===== src/rtl/uart_core_param.sv =====
// Parametrised single-clock UART: TX/RX serialisers, each with a synchronous FIFO.
// Bit timing comes from per-direction dividers counting pclk_i cycles.

module uart_core_param #(
    parameter int DATA_BITS    = 8,
    parameter int PARITY       = 0,
    parameter int STOP_BITS    = 1,
    parameter int CLKS_PER_BIT = 16,
    parameter int FIFO_DEPTH   = 16,
    parameter int ADDR_WIDTH   = 4
) (
    input  logic                 pclk_i,
    input  logic                 master_reset,
    input  logic [DATA_BITS-1:0] tx_pdata_i,
    input  logic                 tx_pdata_valid_i,
    output logic                 tx_pready_o,
    output logic                 tx_sdata_o,
    output logic                 tx_busy_o,
    input  logic                 rx_sdata_i,
    input  logic                 read_ready_i,
    output logic [DATA_BITS-1:0] rx_pdata_o,
    output logic                 rx_pdata_valid_o,
    output logic                 rx_pdata_err_o,
    output logic                 rx_frame_err_o,
    output logic                 rx_overflow_o
);

    localparam int PTR_W   = ADDR_WIDTH + 1;
    localparam int CNT_W   = $clog2(2 * CLKS_PER_BIT);
    localparam int IDX_W   = $clog2(DATA_BITS);
    localparam int ENTRY_W = DATA_BITS + 2;

    localparam logic [CNT_W-1:0] BIT_LAST  = CNT_W'(CLKS_PER_BIT - 1);
    localparam logic [CNT_W-1:0] HALF_LAST = CNT_W'(CLKS_PER_BIT / 2 - 1);
    localparam logic [CNT_W-1:0] STOP_LAST = CNT_W'(STOP_BITS * CLKS_PER_BIT - 1);
    localparam logic [IDX_W-1:0] IDX_LAST  = IDX_W'(DATA_BITS - 1);
    localparam logic             HAS_PAR   = (PARITY != 0);
    localparam logic             PAR_ODD   = (PARITY == 2);

    typedef enum logic [2:0] {
        ST_IDLE,
        ST_START,
        ST_DATA,
        ST_PARITY,
        ST_STOP
    } state_t;

    // ------------------------------------------------------------------
    // TX FIFO
    // ------------------------------------------------------------------
    logic [DATA_BITS-1:0] tx_mem_q [FIFO_DEPTH];
    logic [PTR_W-1:0]     tx_wr_ptr_q, tx_wr_ptr_d;
    logic [PTR_W-1:0]     tx_rd_ptr_q, tx_rd_ptr_d;
    logic                 tx_pready_q;
    logic                 tx_full_d;
    logic                 tx_empty;
    logic                 tx_push;
    logic                 tx_pop;
    logic [DATA_BITS-1:0] tx_head;

    assign tx_push  = tx_pdata_valid_i && tx_pready_q;
    assign tx_empty = (tx_wr_ptr_q == tx_rd_ptr_q);
    assign tx_head  = tx_mem_q[tx_rd_ptr_q[ADDR_WIDTH-1:0]];

    always_comb begin
        tx_wr_ptr_d = tx_wr_ptr_q + PTR_W'(tx_push);
        tx_rd_ptr_d = tx_rd_ptr_q + PTR_W'(tx_pop);
        tx_full_d   = (tx_wr_ptr_d[ADDR_WIDTH] != tx_rd_ptr_d[ADDR_WIDTH]) &&
                      (tx_wr_ptr_d[ADDR_WIDTH-1:0] == tx_rd_ptr_d[ADDR_WIDTH-1:0]);
    end

    // NOTE: sequential state uses non-blocking (<=) so every flop samples pre-edge values.
    always_ff @(posedge pclk_i) begin
        if (master_reset) begin
            tx_wr_ptr_q <= '0;
            tx_rd_ptr_q <= '0;
            tx_pready_q <= 1'b1;
        end else begin
            tx_wr_ptr_q <= tx_wr_ptr_d;
            tx_rd_ptr_q <= tx_rd_ptr_d;
            tx_pready_q <= !tx_full_d;
        end
    end

    // NOTE: FIFO storage is deliberately not reset; empty pointers make its contents invisible.
    always_ff @(posedge pclk_i) begin
        if (tx_push) begin
            tx_mem_q[tx_wr_ptr_q[ADDR_WIDTH-1:0]] <= tx_pdata_i;
        end
    end

    // ------------------------------------------------------------------
    // TX serialiser; the line is registered one cycle behind the state.
    // ------------------------------------------------------------------
    state_t               tx_state_q, tx_state_d;
    logic [CNT_W-1:0]     tx_cnt_q, tx_cnt_d;
    logic [IDX_W-1:0]     tx_idx_q, tx_idx_d;
    logic [DATA_BITS-1:0] tx_shreg_q, tx_shreg_d;
    logic                 tx_par_q, tx_par_d;
    logic                 tx_sdata_q, tx_sdata_d;

    // NOTE: every always_comb output gets a default first so no latch is inferred.
    always_comb begin
        tx_state_d = tx_state_q;
        tx_cnt_d   = tx_cnt_q + CNT_W'(1);
        tx_idx_d   = tx_idx_q;
        tx_shreg_d = tx_shreg_q;
        tx_par_d   = tx_par_q;
        tx_pop     = 1'b0;

        unique case (tx_state_q)
            ST_IDLE: begin
                tx_cnt_d = '0;
                if (!tx_empty) begin
                    tx_pop     = 1'b1;
                    tx_shreg_d = tx_head;
                    tx_par_d   = (^tx_head) ^ PAR_ODD;
                    tx_state_d = ST_START;
                end
            end
            ST_START: begin
                if (tx_cnt_q == BIT_LAST) begin
                    tx_cnt_d   = '0;
                    tx_idx_d   = '0;
                    tx_state_d = ST_DATA;
                end
            end
            ST_DATA: begin
                if (tx_cnt_q == BIT_LAST) begin
                    tx_cnt_d   = '0;
                    tx_shreg_d = tx_shreg_q >> 1;
                    if (tx_idx_q == IDX_LAST) begin
                        tx_state_d = HAS_PAR ? ST_PARITY : ST_STOP;
                    end else begin
                        tx_idx_d = tx_idx_q + IDX_W'(1);
                    end
                end
            end
            ST_PARITY: begin
                if (tx_cnt_q == BIT_LAST) begin
                    tx_cnt_d   = '0;
                    tx_state_d = ST_STOP;
                end
            end
            ST_STOP: begin
                if (tx_cnt_q == STOP_LAST) begin
                    tx_cnt_d = '0;
                    // Chain straight into the next frame when data is waiting.
                    if (!tx_empty) begin
                        tx_pop     = 1'b1;
                        tx_shreg_d = tx_head;
                        tx_par_d   = (^tx_head) ^ PAR_ODD;
                        tx_state_d = ST_START;
                    end else begin
                        tx_state_d = ST_IDLE;
                    end
                end
            end
            default: tx_state_d = ST_IDLE;
        endcase

        unique case (tx_state_q)
            ST_START:  tx_sdata_d = 1'b0;
            ST_DATA:   tx_sdata_d = tx_shreg_q[0];
            ST_PARITY: tx_sdata_d = tx_par_q;
            default:   tx_sdata_d = 1'b1;
        endcase
    end

    always_ff @(posedge pclk_i) begin
        if (master_reset) begin
            tx_state_q <= ST_IDLE;
            tx_cnt_q   <= '0;
            tx_idx_q   <= '0;
            tx_shreg_q <= '0;
            tx_par_q   <= 1'b0;
            tx_sdata_q <= 1'b1;
        end else begin
            tx_state_q <= tx_state_d;
            tx_cnt_q   <= tx_cnt_d;
            tx_idx_q   <= tx_idx_d;
            tx_shreg_q <= tx_shreg_d;
            tx_par_q   <= tx_par_d;
            tx_sdata_q <= tx_sdata_d;
        end
    end

    assign tx_pready_o = tx_pready_q;
    assign tx_sdata_o  = tx_sdata_q;
    assign tx_busy_o   = (tx_state_q != ST_IDLE) || !tx_empty;

    // ------------------------------------------------------------------
    // RX synchroniser and deserialiser
    // ------------------------------------------------------------------
    logic                 rx_meta_q, rx_sync_q, rx_prev_q;
    state_t               rx_state_q, rx_state_d;
    logic [CNT_W-1:0]     rx_cnt_q, rx_cnt_d;
    logic [IDX_W-1:0]     rx_idx_q, rx_idx_d;
    logic [DATA_BITS-1:0] rx_shreg_q, rx_shreg_d;
    logic                 rx_par_bit_q, rx_par_bit_d;
    logic                 rx_perr;
    logic                 rx_wr;
    logic [ENTRY_W-1:0]   rx_wr_data;

    assign rx_perr    = HAS_PAR ? ((^rx_shreg_q) ^ rx_par_bit_q ^ PAR_ODD) : 1'b0;
    assign rx_wr_data = {~rx_sync_q, rx_perr, rx_shreg_q};

    always_comb begin
        rx_state_d   = rx_state_q;
        rx_cnt_d     = rx_cnt_q + CNT_W'(1);
        rx_idx_d     = rx_idx_q;
        rx_shreg_d   = rx_shreg_q;
        rx_par_bit_d = rx_par_bit_q;
        rx_wr        = 1'b0;

        unique case (rx_state_q)
            ST_IDLE: begin
                rx_cnt_d = '0;
                if (rx_prev_q && !rx_sync_q) begin
                    rx_state_d = ST_START;
                end
            end
            ST_START: begin
                // Mid-bit check of the start bit rejects short glitches.
                if (rx_cnt_q == HALF_LAST) begin
                    rx_cnt_d   = '0;
                    rx_idx_d   = '0;
                    rx_state_d = rx_sync_q ? ST_IDLE : ST_DATA;
                end
            end
            ST_DATA: begin
                if (rx_cnt_q == BIT_LAST) begin
                    rx_cnt_d   = '0;
                    rx_shreg_d = {rx_sync_q, rx_shreg_q[DATA_BITS-1:1]};
                    if (rx_idx_q == IDX_LAST) begin
                        rx_state_d = HAS_PAR ? ST_PARITY : ST_STOP;
                    end else begin
                        rx_idx_d = rx_idx_q + IDX_W'(1);
                    end
                end
            end
            ST_PARITY: begin
                if (rx_cnt_q == BIT_LAST) begin
                    rx_cnt_d     = '0;
                    rx_par_bit_d = rx_sync_q;
                    rx_state_d   = ST_STOP;
                end
            end
            ST_STOP: begin
                if (rx_cnt_q == BIT_LAST) begin
                    rx_cnt_d   = '0;
                    rx_wr      = 1'b1;
                    rx_state_d = ST_IDLE;
                end
            end
            default: rx_state_d = ST_IDLE;
        endcase
    end

    always_ff @(posedge pclk_i) begin
        if (master_reset) begin
            rx_meta_q    <= 1'b1;
            rx_sync_q    <= 1'b1;
            rx_prev_q    <= 1'b1;
            rx_state_q   <= ST_IDLE;
            rx_cnt_q     <= '0;
            rx_idx_q     <= '0;
            rx_shreg_q   <= '0;
            rx_par_bit_q <= 1'b0;
        end else begin
            rx_meta_q    <= rx_sdata_i;
            rx_sync_q    <= rx_meta_q;
            rx_prev_q    <= rx_sync_q;
            rx_state_q   <= rx_state_d;
            rx_cnt_q     <= rx_cnt_d;
            rx_idx_q     <= rx_idx_d;
            rx_shreg_q   <= rx_shreg_d;
            rx_par_bit_q <= rx_par_bit_d;
        end
    end

    // ------------------------------------------------------------------
    // RX show-ahead FIFO
    // ------------------------------------------------------------------
    logic [ENTRY_W-1:0] rx_mem_q [FIFO_DEPTH];
    logic [PTR_W-1:0]   rx_wr_ptr_q, rx_rd_ptr_q;
    logic               rx_overflow_q;
    logic               rx_empty, rx_full, rx_pop, rx_push;
    logic [ENTRY_W-1:0] rx_head;

    assign rx_empty = (rx_wr_ptr_q == rx_rd_ptr_q);
    assign rx_full  = (rx_wr_ptr_q[ADDR_WIDTH] != rx_rd_ptr_q[ADDR_WIDTH]) &&
                      (rx_wr_ptr_q[ADDR_WIDTH-1:0] == rx_rd_ptr_q[ADDR_WIDTH-1:0]);
    assign rx_pop   = !rx_empty && read_ready_i;
    // A pop in the same cycle frees the slot, so a full FIFO can still accept.
    assign rx_push  = rx_wr && (!rx_full || rx_pop);
    assign rx_head  = rx_mem_q[rx_rd_ptr_q[ADDR_WIDTH-1:0]];

    always_ff @(posedge pclk_i) begin
        if (master_reset) begin
            rx_wr_ptr_q   <= '0;
            rx_rd_ptr_q   <= '0;
            rx_overflow_q <= 1'b0;
        end else begin
            rx_wr_ptr_q   <= rx_wr_ptr_q + PTR_W'(rx_push);
            rx_rd_ptr_q   <= rx_rd_ptr_q + PTR_W'(rx_pop);
            rx_overflow_q <= rx_overflow_q || (rx_wr && !rx_push);
        end
    end

    always_ff @(posedge pclk_i) begin
        if (rx_push) begin
            rx_mem_q[rx_wr_ptr_q[ADDR_WIDTH-1:0]] <= rx_wr_data;
        end
    end

    // Outputs are masked while empty so unreset storage never leaks out.
    assign rx_pdata_valid_o = !rx_empty;
    assign rx_pdata_o       = rx_empty ? '0 : rx_head[DATA_BITS-1:0];
    assign rx_pdata_err_o   = !rx_empty && rx_head[DATA_BITS];
    assign rx_frame_err_o   = !rx_empty && rx_head[DATA_BITS+1];
    assign rx_overflow_o    = rx_overflow_q;

endmodule


===== config.mk =====
export PLATFORM = sky130hd
export DESIGN_NAME = uart_core_param
export DESIGN_NICKNAME = d
export VERILOG_FILES = /design/src/rtl/uart_core_param.sv
export SDC_FILE = /design/constraint.sdc
export NUM_CORES = 1
export LEC_CHECK = 0
export BUFFER_PORTS_ARGS = -buffer_cell sky130_fd_sc_hd__buf_4
export CAP_MARGIN = 40
export CORE_ASPECT_RATIO = 0.75
export CORE_MARGIN = 2
export CORE_UTILIZATION = 35
export CTS_CLUSTER_SIZE = 12
export DETAILED_ROUTE_END_ITERATION = 6
export MAX_ROUTING_LAYER = met4
export PLACE_DENSITY = 0.47
export SYNTH_ARGS = -nofsm -noshare
export SYNTH_HDL_FRONTEND = slang
export SYNTH_SLANG_ARGS = --single-unit

===== constraint.sdc =====
create_clock -name pclk_i -period 3.2 [get_ports pclk_i]
set_input_delay 0.32 -clock pclk_i [delete_from_list [all_inputs] [get_ports pclk_i]]
set_output_delay 0.32 -clock pclk_i [all_outputs]
set_load 0.02 [all_outputs]

==> impl_metrics.env, run 1 <==
export IMPL_tightest_slew_ns=0.887
export IMPL_finalSetupViolations=0
export IMPL_fmaxAchievable_mhz=339
export IMPL_via_per_inst=5.02
export IMPL_die_area_sq_um=40800
export IMPL_postSynthAreaPerCell_sq_um=16.6
export IMPL_synth_largest_area_cell="edfxtp_1"
export IMPL_drive_gt1_frac=0.218
export IMPL_cts_made_buffers=38
export IMPL_crit_type="reg -> out"
export IMPL_dp_hpwl_um=19500
export IMPL_min_path_cells=1
export IMPL_wl_per_cell_um=20.6
export IMPL_clk_path_buf_depth=3
export IMPL_min_to="tx_mem_q[1][2]"
export IMPL_finalCritPeriodShare=0.921
export IMPL_min_period_ns=2.95
export IMPL_grt_pass1_vias=7504
export IMPL_antenna_left=0
export IMPL_ios=28
export IMPL_htreeDepth=2
export IMPL_cellPowerDensity_nw_per_um2=638
export IMPL_fin_skew_ns=0.0197
export IMPL_hold_class="in -> reg"
export IMPL_slowest_delay_ns=0.50
export IMPL_crit_buf_inv=2
export IMPL_synth_simple_area_share=0.0680
export IMPL_clkTransAtPathRegs_ns=0.06
export IMPL_syn_nets=856
export IMPL_die_h_um=175
export IMPL_dr_total_vias=7141
export IMPL_ys_seq_area_frac=0.690
export IMPL_combinationalPowerShare=0.106
export IMPL_yosysUniqueCellTypes=49
export IMPL_synth_common_cells="edfxtp_1, nor2_1, mux4_2, dfxtp_1, nand2_1"
export IMPL_num_antenna_cells=0
export IMPL_slew_viol_final=0
export IMPL_pwr_share_seq=0.482
export IMPL_grt_first_pass_wirelength_um=45100
export IMPL_die_width_um=233
export IMPL_cts_root_buf="clkbuf_16"
export IMPL_synth_ff_latch_count=337
export IMPL_required_ns=2.88
export IMPL_critPathTopFamily="multiplexers"
export IMPL_syn_inst=825
export IMPL_p_switching_mw=2.30
export IMPL_dr_pass1_iters=4
export IMPL_yosys_warnings=0
export IMPL_port_buffers=26
export IMPL_cp_max_fo=38
export IMPL_crit_chain="buf_4 -> mux4_2 -> mux4_2 -> nor2b_1 -> buf_4"
export IMPL_initial_core_util=0.356
export IMPL_cp_slowest_cell="mux4_2"
export IMPL_fin_setup_tns_ns=0
export IMPL_synth_fa_ha_area_frac=0.0164
export IMPL_ys_flop_type="edfxtp_1"
export IMPL_rr_startpoint="tx_cnt_q[0]"
export IMPL_synth_edf_count=272
export IMPL_syn_cell_area_sq_um=13700
export IMPL_setup_slack_ns=0.252
export IMPL_worstHoldStart="tx_pdata_i[2]"
export IMPL_synthMuxAreaShare=0.151
export IMPL_pwr_share_clk=0.412
export IMPL_synthArstFlopShare=0
export IMPL_start_kind="flip-flop"
export IMPL_worst_r2r_endpoint="tx_pready_o"
export IMPL_grt_max_degree=61
export IMPL_slew_headroom=0.407
export IMPL_p_sw_frac=0.228
export IMPL_nNetsFinal=915
export IMPL_tritoncts="done"
export IMPL_rsz0062_at_grt="no"
export IMPL_antenna_found_initial=2
export IMPL_synth_top_family_by_area="multiplexers"
export IMPL_drt_wl_total_um=29200
export IMPL_netlist_area_leader_share=0.595
export IMPL_core_area_sq_um=38500
export IMPL_p_leak_nw=5.16
export IMPL_vdd_drop_max_mv=0.285
export IMPL_drv_cap=0
export IMPL_rows=62
export IMPL_cp_data_arrival_time_ns=2.63
export IMPL_syn2layout_area_growth_pct=15.5
export IMPL_cts_sinks=337
export IMPL_synth_area_leaders="edfxtp_1, mux4_2, dfxtp_1, nor2_1, mux4_1"
export IMPL_cp_end_kind="output pin"
export IMPL_overflow=0
export IMPL_reg2reg_depth=12
export IMPL_outcome="complete, no violations"
export IMPL_hold_viol=0
export IMPL_grtUsageTotal=0.152
export IMPL_place_congestion=0.748
export IMPL_place_ws_ns=0.339
export IMPL_synth_xor_area_frac=0.0268
export IMPL_clkLatencyLatePin_ns=0.53
export IMPL_internal_power_mw=7.80
export IMPL_synth_most_common_cell="edfxtp_1"
export IMPL_synth_compound_area_frac=0.0265
export IMPL_drt_iter0_drc=551
export IMPL_route_detailed_drc=0
export IMPL_r2r_slack_ns=0.33
export IMPL_post_cts_buffers=0
[worst register-to-register path: stages (launching register included)]
cell     delay [ns]
dfxtp_1        0.36
ha_1           0.20
and3_1         0.19
ha_1           0.28
inv_1          0.12
nand2_1        0.12
and3_1         0.40
ha_1           0.25
ha_1           0.19
nand3_1        0.10
xor2_1         0.23
xor2_1         0.19
nand4_1        0.12
[sequential cells by signal, summed over array words and instances (netlist names), 3 cells and up]
| signal | count |
|---|---|
| rx_mem_q | 144 |
| rx_rd_ptr_q | 5 |
| rx_state_q | 3 |
| tx_rd_ptr_q | 5 |
| tx_mem_q | 128 |
| tx_wr_ptr_q | 5 |
| tx_cnt_q | 5 |
| rx_shreg_q | 8 |
| tx_idx_q | 3 |
| rx_cnt_q | 5 |
| tx_shreg_q | 8 |
| rx_idx_q | 3 |
| tx_state_q | 3 |
| rx_wr_ptr_q | 5 |
[final cells by class]
| type | instances | area, sq um |
|---|---|---|
| clock buffers | 50 | 1030 |
| clock inverters | 16 | 158 |
| fillers | 3473 | 22600 |
| inverters | 14 | 52.6 |
| multi-input cells | 429 | 3970 |
| flip-flops and latches | 337 | 9470 |
| well taps | 512 | 641 |
| repair buffers | 64 | 520 |
[stage by stage]
step | power (mW) | std cells | instance area, sq um | utilization | hold WS [ns]
detailed placement | 6.05 | 1355 | 14600 | 0.381 | 0.399
global placement | 6.03 | 1345 | 14600 | 0.379 | 0.399
global route | 10.5 | 1422 | 15800 | 0.412 | 0.0864
finish | 10.1 | 1422 | 15800 | 0.412 | 0.0941
floorplan | 5.78 | 825 | 13700 | - | 0.389
CTS | 10.3 | 1422 | 15800 | 0.412 | 0.0679
[power groups by stage]
stage	clock network, mW	registers [mW]	logic, mW
after floorplan	0	4.92	0.856
after global placement	0	4.95	1.07
after detailed placement	0	4.96	1.09
after CTS	4.29	4.87	1.09
after global routing	4.48	4.88	1.19
final	4.16	4.87	1.07
[worst max-delay path by stage]
| stage | slack, ns | from | cells past startpoint | endpoint |
|---|---|---|---|---|
| after global routing | 0.1 | tx_cnt_q[0] | 12 | tx_pready_o |
| final | 0.25 | rx_rd_ptr_q[1] | 5 | rx_pdata_o[3] |
| after CTS | 0.19 | rx_rd_ptr_q[1] | 5 | rx_pdata_o[3] |
| after detailed placement | 0.34 | tx_cnt_q[0] | 12 | tx_pready_o |
| after floorplan | 0.42 | rx_cnt_q[0] | 8 | rx_mem_q[0][0] |
| after global placement | 0.45 | tx_cnt_q[0] | 12 | tx_pready_o |
[cell usage in the layout (no fill, tap or decap), drive strengths merged, types with 6 or more instances in the layout]
cell type	synthesis	final
inv	14	16
clkinv	0	10
xnor2	19	19
mux2	7	7
nor3	16	16
xor2	23	23
nand3	17	17
nand2b	6	6
edfxtp	272	272
buf	19	63
ha	18	18
o21ai	21	21
dfxtp	65	65
mux2i	23	23
nor2b	20	20
clkbuf	26	50
nand3b	7	7
nand2	43	43
mux4	77	77
nor2	74	74
a21oi	22	22
[routing by layer]
metal  up-vias  global-route usage  share of wire
met5         -                   -              0
met2       136               0.216           0.43
met3        49              0.0255          0.043
met1      3676               0.228           0.51
li1       3280                   -              -
met4         0              0.0372          0.019
[cell families (layout without fill, tap and decap cells)]
group	after synthesis	after routing
multiplexers	107	107
AO/OA/AOI/OAI	61	61
flip-flops	337	337
XOR/XNOR	42	42
other	1	1
buffers and inverters	59	144
AND/OR/NAND/NOR	200	200
adder cells (fa/ha/maj)	18	18
[timing repair]
| action | 4_1_cts | 5_1_grt |
|---|---|---|
| hold endpoints to repair | 1 | 0 |
| hold buffers | 1 | 0 |
| resized for setup | 0 | 0 |
Power figures use the tool's default switching activity.
==> run 2, diff against run 1 <==
- CORE_ASPECT_RATIO: 0.75 -> 1.1
==> run 2 against run 1 <==
Compared with the run above:
- critical path depth unchanged
- total power decreased by 1.3%
- critical path type unchanged
- core utilization decreased by 0.43 points
- hold slack improved by 0.018 ns
- largest power group unchanged
- count of clock-buffer cells in the layout decreased by 2
- clock power decreased by 3%
- register-to-register slack improved by 0.23 ns
- maximum frequency about the same
- first-iteration DRC count decreased by 24%
- final cell count increased by 0.21%
- non-clock buffer count increased by 7
- clock skew increased by 0.0017 ns
==> impl_metrics.env, run 2 (synthesis gave the netlist of run 1 again) <==
export IMPL_route_detailed_drc=0
export IMPL_drt_iter0_drc=419
export IMPL_place_congestion=0.721
export IMPL_num_antenna_cells=0
export IMPL_port_buffers=26
export IMPL_cp_max_fo=38
export IMPL_final_cell_mix="edfxtp_1, nor2_1, mux4_2, buf_4, dfxtp_1"
export IMPL_grtUsageTotal=0.152
export IMPL_rows=76
export IMPL_p_leak_nw=5.19
export IMPL_die_h_um=212
export IMPL_cp_data_arrival_time_ns=2.63
export IMPL_clk_path_buf_depth=3
export IMPL_wl_per_cell_um=20.0
export IMPL_drive_gt1_frac=0.225
export IMPL_grt_max_degree=61
export IMPL_slew_headroom=0.435
export IMPL_hold_class="in -> reg"
export IMPL_dr_total_vias=7005
export IMPL_via_per_inst=4.92
export IMPL_htreeDepth=2
export IMPL_setup_slack_ns=0.253
export IMPL_rsz0062_at_grt="no"
export IMPL_cts_root_buf="clkbuf_16"
export IMPL_cellPowerDensity_nw_per_um2=629
export IMPL_vdd_drop_max_mv=0.336
export IMPL_tritoncts="done"
export IMPL_r2r_slack_ns=0.56
export IMPL_grt_first_pass_wirelength_um=44600
export IMPL_min_period_ns=2.95
export IMPL_dp_hpwl_um=18400
export IMPL_die_width_um=193
export IMPL_hold_viol=0
export IMPL_cts_sinks=337
export IMPL_fin_setup_tns_ns=0
export IMPL_min_to="tx_mem_q[12][2]"
export IMPL_grt_pass1_vias=7420
export IMPL_ios=28
export IMPL_tightest_slew_ns=0.845
export IMPL_total_power_mw=9.97
export IMPL_post_cts_buffers=0
export IMPL_clkTransAtPathRegs_ns=0.06
export IMPL_min_path_cells=1
export IMPL_initial_core_util=0.353
export IMPL_overflow=0
export IMPL_reg2reg_depth=6
export IMPL_die_area_sq_um=40800
export IMPL_crit_chain="buf_4 -> mux4_2 -> mux4_2 -> nor2b_1 -> buf_4"
export IMPL_fmaxAchievable_mhz=339
export IMPL_post_route_util=0.407
export IMPL_outcome="complete, no violations"
export IMPL_nNetsFinal=922
export IMPL_dr_pass1_iters=4
export IMPL_syn2layout_area_growth_pct=15.5
export IMPL_worst_r2r_endpoint="rx_mem_q[0][1]"
export IMPL_drt_wl_total_um=28600
export IMPL_cp_slowest_cell="mux4_2"
export IMPL_drv_cap=0
export IMPL_cp_end_kind="output pin"
export IMPL_finalCritPeriodShare=0.921
export IMPL_fin_skew_ns=0.0214
export IMPL_core_area_sq_um=38900
export IMPL_antenna_left=0
export IMPL_start_kind="flip-flop"
export IMPL_slew_viol_final=0
export IMPL_rr_startpoint="rx_state_q[2]"
export IMPL_clkLatencyLatePin_ns=0.53
export IMPL_worstHoldStart="tx_pdata_i[2]"
export IMPL_crit_type="reg -> out"
export IMPL_slowest_delay_ns=0.51
export IMPL_place_ws_ns=0.547
export IMPL_finalSetupViolations=0
export IMPL_largest_register_ffs=144
export IMPL_antenna_found_initial=0
export IMPL_holdWs_ns=0.112
export IMPL_required_ns=2.88
export IMPL_cts_made_buffers=38
export IMPL_final_common_cell="edfxtp_1"
## run 2: changes by cell type in the layout (fill, tap and decap cells not counted), sizes merged
cell / previous run / this run
clkinv: 10 / 18
buf: 63 / 70
bufinv: 3 / 1
clkbuf: 50 / 48
inv: 16 / 14
clkinvlp: 1 / 0
## run 2: worst max path at each step
stage / from / end / slack [ns]
3_3_place_gp: tx_rd_ptr_q[1] / tx_par_q / 0.52
5_1_grt: rx_rd_ptr_q[1] / rx_frame_err_o / 0.13
2_1_floorplan: rx_cnt_q[0] / rx_mem_q[0][0] / 0.42
6_report: rx_rd_ptr_q[1] / rx_frame_err_o / 0.25
4_1_cts: rx_rd_ptr_q[1] / rx_frame_err_o / 0.16
3_5_place_dp: tx_rd_ptr_q[1] / tx_par_q / 0.55
## run 2: timing repair
item / in CTS / in global routing
hold endpoints to repair: 1 / 0
resized for setup: 0 / 0
hold buffers: 1 / 0
## run 2: metrics by stage
stage / area (sq um) / instances
6_report: 15800 / 1425
5_1_grt: 15800 / 1425
4_1_cts: 15800 / 1425
3_5_place_dp: 14700 / 1357
3_3_place_gp: 14700 / 1355
2_1_floorplan: 13700 / 825
## run 2: per-layer routing
| metal | up-vias | part of all wire | global-route usage |
|---|---|---|---|
| met5 | - | 0 | - |
| met4 | 0 | 0.019 | 0.0408 |
| met3 | 41 | 0.031 | 0.0259 |
| met2 | 111 | 0.53 | 0.262 |
| met1 | 3550 | 0.42 | 0.183 |
| li1 | 3303 | - | - |
## run 2: report_power, final
part	switching [mW]	leakage, nW	internal [mW]	total [mW]
registers	0.0637	3.02	4.80	4.86
logic	0.586	1.60	0.506	1.09
clock network	1.68	0.571	2.34	4.02
total	2.33	5.19	7.64	9.97
## run 2: cell type report
cell class                      instances  area [sq um]
Clock buffer                           48          1020
Clock inverter                         19           134
Fill cell                            3549         23000
Inverter                               14          52.6
Multi-Input combinational cell        429          3970
Sequential cell                       337          9470
Tap cell                              507           634
Timing Repair Buffer                   71           561
## run 2: critical path: cells and delay by family (launching register included)
| kind | cells | cell delay [ns] |
|---|---|---|
| and+or+nand+nor | 1 | 0.15 |
| buffers and inverters | 2 | 0.65 |
| muxes | 2 | 0.94 |
| DFF | 1 | 0.34 |
